### config.mk
export PLATFORM = sky130hd
export DESIGN_NAME = fwd_hazard_unit
export DESIGN_NICKNAME = d
export VERILOG_FILES = /design/src/rtl/fwd_hazard_unit.sv
export SDC_FILE = /design/constraint.sdc
export NUM_CORES = 1
export LEC_CHECK = 0
export CAP_MARGIN = 20
export CORE_ASPECT_RATIO = 0.8
export CORE_UTILIZATION = 39
export CTS_BUF_LIST = sky130_fd_sc_hd__clkbuf_4
export DETAILED_ROUTE_END_ITERATION = 10
export PLACE_DENSITY = 0.74
export SLEW_MARGIN = 20
export SYNTH_ARGS = -nofsm -noshare
export SYNTH_HDL_FRONTEND = slang
export SYNTH_SLANG_ARGS = --single-unit
### constraint.sdc
create_clock -name clk -period 1.5 [get_ports clk]
set_input_delay 0.15 -clock clk [delete_from_list [all_inputs] [get_ports clk]]
set_output_delay 0.15 -clock clk [all_outputs]
set_load 0.1 [all_outputs]
### src/rtl/fwd_hazard_unit.sv
// ID-stage forwarding select, load-use stall and redirect flush generation.
// Tracks the DEPTH instructions downstream of ID in a small shift-register scoreboard.
module fwd_hazard_unit #(
  parameter int RSIZE       = 4,
  parameter int DEPTH       = 2,
  parameter int FLUSH_SLOTS = 1,
  parameter int LINK_REG    = 15
) (
  input  logic                         clk,
  input  logic                         rst,
  input  logic                         id_valid,
  input  logic [3:0]                   id_opcode,
  input  logic [RSIZE-1:0]             id_rs,
  input  logic [RSIZE-1:0]             id_rt,
  input  logic [RSIZE-1:0]             id_rd,
  input  logic                         ex_redirect,
  output logic                         stall,
  output logic                         flush,
  output logic [$clog2(DEPTH+1)-1:0]   fwd_rs_sel,
  output logic [$clog2(DEPTH+1)-1:0]   fwd_rt_sel,
  output logic [$clog2(DEPTH+1)-1:0]   fwd_rd_sel
);

  localparam int               SW         = $clog2(DEPTH + 1);
  localparam logic [RSIZE-1:0] LINK_ADDR  = RSIZE'(LINK_REG);
  localparam logic [2:0]       FLUSH_LOAD = 3'(FLUSH_SLOTS);

  logic [DEPTH:1]    r_valid;
  logic [DEPTH:1]    r_writes;
  logic [DEPTH:1]    r_isLoad;
  logic [RSIZE-1:0]  r_dest [1:DEPTH];
  logic [2:0]        r_flushCnt;

  logic              w_idWrites;
  logic              w_idIsLoad;
  logic [RSIZE-1:0]  w_idDest;
  logic              w_useRs;
  logic              w_useRt;
  logic              w_useRd;
  logic              w_gate;
  logic              w_loadHit;
  logic              w_accept;
  logic [DEPTH:1]    w_fwdOk;
  logic [SW-1:0]     w_rsSel;
  logic [SW-1:0]     w_rtSel;
  logic [SW-1:0]     w_rdSel;

  assign w_idWrites = (id_opcode <= 4'h8) || (id_opcode == 4'hA) ||
                      (id_opcode == 4'hB) || (id_opcode == 4'hD);
  assign w_idIsLoad = (id_opcode == 4'h8);
  assign w_idDest   = (id_opcode == 4'hD) ? LINK_ADDR : id_rd;
  assign w_useRs    = (id_opcode <= 4'h9) && (id_rs != '0);
  assign w_useRt    = (id_opcode <= 4'h3) && (id_rt != '0);
  assign w_useRd    = ((id_opcode == 4'h9) || (id_opcode == 4'hA) ||
                       (id_opcode == 4'hE) || (id_opcode == 4'hF)) && (id_rd != '0);

  assign flush = (r_flushCnt != 3'd0) || ex_redirect;

  // A load still in EX has no result yet, so it must stall rather than forward.
  assign w_loadHit = r_valid[1] && r_isLoad[1] && (r_dest[1] != '0) &&
                     ((w_useRs && (r_dest[1] == id_rs)) ||
                      (w_useRt && (r_dest[1] == id_rt)) ||
                      (w_useRd && (r_dest[1] == id_rd)));

  assign stall    = id_valid && w_loadHit && !flush;
  assign w_gate   = id_valid && !flush;
  assign w_accept = id_valid && !stall && !flush;

  always_comb begin
    w_fwdOk = '0;
    w_rsSel = '0;
    w_rtSel = '0;
    w_rdSel = '0;
    for (int k = DEPTH; k >= 1; k--) begin
      w_fwdOk[k] = r_valid[k] && r_writes[k] && !(r_isLoad[k] && (k == 1));
      if (w_fwdOk[k] && (r_dest[k] == id_rs)) w_rsSel = SW'(k);
      if (w_fwdOk[k] && (r_dest[k] == id_rt)) w_rtSel = SW'(k);
      if (w_fwdOk[k] && (r_dest[k] == id_rd)) w_rdSel = SW'(k);
    end
  end

  assign fwd_rs_sel = (w_gate && w_useRs) ? w_rsSel : '0;
  assign fwd_rt_sel = (w_gate && w_useRt) ? w_rtSel : '0;
  assign fwd_rd_sel = (w_gate && w_useRd) ? w_rdSel : '0;

  always_ff @(posedge clk) begin
    if (rst) begin
      r_valid  <= '0;
      r_writes <= '0;
      r_isLoad <= '0;
      for (int k = 1; k <= DEPTH; k++) r_dest[k] <= '0;
    end else begin
      for (int k = DEPTH; k >= 2; k--) begin
        r_valid[k]  <= r_valid[k-1];
        r_writes[k] <= r_writes[k-1];
        r_isLoad[k] <= r_isLoad[k-1];
        r_dest[k]   <= r_dest[k-1];
      end
      r_valid[1]  <= w_accept;
      r_writes[1] <= w_idWrites;
      r_isLoad[1] <= w_idIsLoad;
      r_dest[1]   <= w_idDest;
    end
  end

  // A new redirect restarts the kill window rather than extending it.
  always_ff @(posedge clk) begin
    if (rst) begin
      r_flushCnt <= 3'd0;
    end else if (ex_redirect) begin
      r_flushCnt <= FLUSH_LOAD;
    end else if (r_flushCnt != 3'd0) begin
      r_flushCnt <= r_flushCnt - 3'd1;
    end
  end

endmodule

## Yosys cells after proc, flatten, opt, wreduce, memory -nomap -nowiden

Memories as Yosys holds them, arrays and structs flattened.
Cells that the tools add are included.
Widths: inputs -> output; s select.

| cells by class | value |
|---|---|
| multiplexer cells | 17 |
| bitwise operators | 2 |
| reduce and logical (&&, ||, !) cells | 45 |
| equal/unequal tests | 13 |
| $lt $le $gt $ge | 3 |
| $add $sub $neg | 1 |

Operators by type and width:

| kind | number |
|---|---|
| $eq 4x4->1 const B | 7 |
| $logic_and 1x1->1 | 26 |
| $eq 4x4->1 | 6 |
| $mux 2 | 9 |
| $reduce_bool 4->1 | 4 |
| $mux 4 | 3 |
| $logic_or 1x1->1 | 9 |
| $le 4x4->1 const B | 2 |
| $mux 1 | 5 |
| $le 4x2->1 const B | 1 |
| $logic_not 1->1 | 3 |
| $reduce_bool 3->1 | 1 |
| $sub 3x1->3 const B | 1 |
| $or 1x1->1 | 2 |
| $reduce_bool 2->1 | 1 |
| $reduce_or 2->1 | 1 |

| word-level totals | value |
|---|---|
| bits of input ports | 20 |
| memories kept | 1 |
| logic and storage cells | 87 |
| output and inout bits | 8 |
| register bits after elaboration | 8 |
| memory bits (writable) | 8 |

Memories:

| name | words | width | rd ports | clocked after memory_dff | write ports | RTL line | source |
|---|---|---|---|---|---|---|---|
| r_dest | 2 | 4 | 2 | 0 | 2 | 31 | `logic [RSIZE-1:0] r_dest [1:DEPTH];` |

## Longest topological paths before layout

| logic depth | value |
|---|---|
| word-level depth | 13 |
| mapped depth | 7 |
| gate-level depth less buffers | 7 |

## Worst setup path before layout

No wires, ideal clock.

| timing path | value |
|---|---|
| path type | reg2out |
| start point | register r_flushCnt[0] |
| end point | output port fwd_rs_sel[1] |
| data required time | 1.350 ns |
| stages on the path, launching flop included | 8 |
| slack | -1.962 ns |
| path buffers | 0 |
| arrival | 3.312 ns |
| cells stage by stage | dfxtp_1 > inv_1 > ha_1 > nand2b_1 > nor2_1 > and2_1 > nand3_1 > a211oi_1 |

| between the ends | value |
|---|---|
| longest elaborated chain between the ends | 6 |

Ends and longest elaborated chain:

| element | RTL line | source |
|---|---|---|
| start: declaration | 32 | `logic [2:0] r_flushCnt;` |
| start signal: assignment | 113 | `r_flushCnt <= r_flushCnt - 3'd1;` |
| $reduce_bool 3->1 | 57 | `assign flush = (r_flushCnt != 3'd0) \|\| ex_redirect;` |
| $logic_or 1x1->1 | 57 |  |
| $logic_not 1->1 | 66 | `assign w_gate = id_valid && !flush;` |
| $logic_and 1x1->1 | 66 |  |
| $logic_and 1x1->1 | 82 | `assign fwd_rs_sel = (w_gate && w_useRs) ? w_rsSel : '0;` |
| $mux 2 | 82 |  |
| end: declaration | 19 | `output logic [$clog2(DEPTH+1)-1:0] fwd_rs_sel,` |

No other way between the ends.

==> impl_results.md <==
- Status: finished with violations
- Failing checks: DRC, setup timing
- Final setup margin: -0.604 ns
- Vias: 1,064
- Share of post-route cells with drive strength above 1: 0.486
- Total grt overflow: 0
- Routability cong.: approximately 0.81
- Clk pwr share: 0.202
- DR WL/cell: 16.5 um
- 1st-pass router iterations: 7
- CTS Buf Count: 3
- Post-Syn Area: ~1000 um^2
- Area growth, synth to finish: 89.8%
- Hold Slack: 0.309 ns
- Sequential fraction of the synthesis area: 0.327
- Sw frac: 0.330
- Crit path max fanout: 5
- Commonest cells post-synth: nor2_1, dfxtp_1, xor2_1
- FF-to-FF path depth: 7
- CTS clk-pin slew, worst paths: roughly 0.1 ns
- Total power: around 1100 uW
- Leakage: 0.000769 uW
- Filler cells: between 100 and 150
- P_int: 759 uW
- CTS Hold Bufs: 0
- Syn Area/Cell: around 8.5 um^2
- Post-synth EDFFs: 0
- Seq cells post-synth: 16
- Area share of the largest cell type after synthesis: 0.327
- R2R Setup Slk: -0.15 ns
- CP arrival: 1.95 ns
- Initial antenna violation count: 0
- Cell taking the most area after synthesis: dfxtp_1
- Net Sw Power: between 300 and 400 uW
- Die extent in y: 46.8 um
- Combinational share of power: 0.376
- Port Buffers: 27
- H-tree depth: 1
- PD cells: approximately 600 mW/mm^2
- Post-synthesis cell count: around 120
- N_diodes: 0
- Count leader, synth: nor2_1
- Vias in the first global route: between 1,000 and 1,500
- Worst skew pair latency: between 0.2 and 0.3 ns
- Initial drt markers: 32
- Die ar.: 0.00271 mm^2
- Share of synthesized registers carrying an async set or reset: 0
- Worst setup path startpoint: r_dest[1][3]
- Top cells by area, synth: dfxtp_1, xor2_1, xnor2_1
- Critical Path RT: approximately 1.4 ns
- Hold/Removal Path Class: input port to flip-flop
- Max_cap viols: 0
- Final setup vio count: 8
- Maximum VDD drop: around 0.00050 V
- Sequential power share: 0.423
- Nets@finish: 196
- Final Slew Violations: 0
- IO Count: 28
- Root Buffer: clkbuf_4
- Starting Density: 0.434
- Slew HR: 0.516
- Largest net degree at the start of global routing: 10
- Reg2reg end: r_valid[1]
- Final core utilization: 0.824
- Vias per inst: approximately 5.4
- Fin Clk Skew: about 0.009 ns
- Slew @ Worst Pin: a little over 0.7 ns
- Count of cell types in the netlist: 27
- Gr usage total: 0.246
- Upper clock frequency limit: 475 MHz
- Synth Flop Type: dfxtp_1
- Die X: approximately 58 um
- Critical Path Source Type: flip-flop
- DP Wirelength: roughly 2300 um
- Crit path capture type: primary output
- Critical path endpoint: stall
- Deepest clock path buffer count: 2
- Yosys Warn Count: 0
- RSZ-0062 raised after global routing: true
- Final min period: roughly 2.1 ns
- Final Hold Viols: 0
- Post-Syn Nets: ~140
- Fin crit share: 1.40
- First-pass GRT wire length: between 4000 and 5000 um
- Number of core rows: 15
- Final wirelength: ~3300 um
- RR Startpoint: r_dest[1][3]
- Drc violations: 2
- ANT nets after route: 0
- Critical path type: flip-flop to primary output
- Total core area: around 0.0023 mm^2
- CTS tree: done
- Clk sinks: 16
[worst max-delay path, cell delays in order (launching register included)]
cell,delay (ns)
dfxtp_4,0.38
xnor2_1,0.16
nand4_1,0.18
or3_4,0.39
a311oi_4,0.35
buf_12,0.22
[layout by cell type, fill, tap and decap left out, types with 4 or more instances in the layout]
| cell | n |
|---|---|
| buf_4 | 25 |
| nor2_1 | 13 |
| xor2_1 | 13 |
| dlygate4sd2_1 | 8 |
| buf_12 | 8 |
| dfxtp_4 | 8 |
| xnor2_1 | 6 |
| nor2b_1 | 6 |
| clkdlybuf4s50_1 | 6 |
| dfxtp_1 | 6 |
| xnor2_2 | 5 |
| dlymetal6s2s_1 | 5 |
| nor2_4 | 4 |
| nand2_1 | 4 |
[timing repair]
action,4_1_cts,5_1_grt
endpoints found under the hold margin,0,0
pin swaps,18,6
endpoints found under the setup margin,8,9
buffers inserted,7,1
gates resized for setup,27,18
[cell families after synthesis]
group	Yosys count	synth area share
AO/OA/AOI/OAI	9	0.0703
buffers and inverters	5	0.0192
AND/OR/NAND/NOR	56	0.316
adder cells (fa/ha/maj)	2	0.0256
XOR/XNOR	27	0.242
flip-flops	16	0.327
[flip-flops by register name, indices dropped and copies added (netlist names)]
| signal | cells |
|---|---|
| r_flushCnt | 3 |
| r_writes | 2 |
| r_dest | 8 |
| r_isLoad | 1 |
| r_valid | 2 |
[area by class of cell]
class | instances | area [um^2] | share of cell area
Multi-Input combinational cell | 94 | 857 | 0.462
Timing Repair Buffer | 55 | 574 | 0.309
Sequential cell | 16 | 353 | 0.190
Tap cell | 25 | 31.3 | 0.0168
Clock buffer | 3 | 22.5 | 0.0121
Inverter | 4 | 15.0 | 0.00809
Clock inverter | 1 | 3.75 | 0.00202
[routing by layer]
metal	up-vias	track usage	part of all wire	routed length (um)
li1	505	-	-	-
met1	511	0.277	0.41	1320
met2	40	0.471	0.52	1690
met3	8	0.0441	0.054	176
met4	0	0.105	0.023	74
met5	-	0	0	0
[power groups by stage]
stage	registers [uW]	logic [uW]	clock network, uW
floorplan	482	204	0
global placement	491	354	0
detailed placement	491	372	0
CTS	477	401	233
global route	481	459	247
finish	479	426	229
[through the flow]
step | setup slack, ns | setup TNS [ns] | cells | instance area, um^2
after floorplan | -0.734 | -2.56 | 115 | 1110
after global placement | -0.454 | -3.11 | 188 | 1650
after detailed placement | -0.507 | -3.48 | 188 | 1650
after CTS | -0.493 | -2.93 | 199 | 1790
after global routing | -0.659 | -3.74 | 198 | 1860
final | -0.604 | -3.25 | 198 | 1860
[worst min path at each step]
| stage | to | cells after the start | start |
|---|---|---|---|
| floorplan | r_dest[2][0] | 1 | rst |
| global placement | r_writes[2] | 1 | r_writes[1] |
| detailed placement | r_writes[2] | 1 | r_writes[1] |
| CTS | r_isLoad[1] | 3 | id_opcode[0] |
| global route | r_isLoad[1] | 3 | id_opcode[0] |
| finish | r_writes[1] | 3 | id_opcode[3] |
Power figures use the tool's default switching activity.
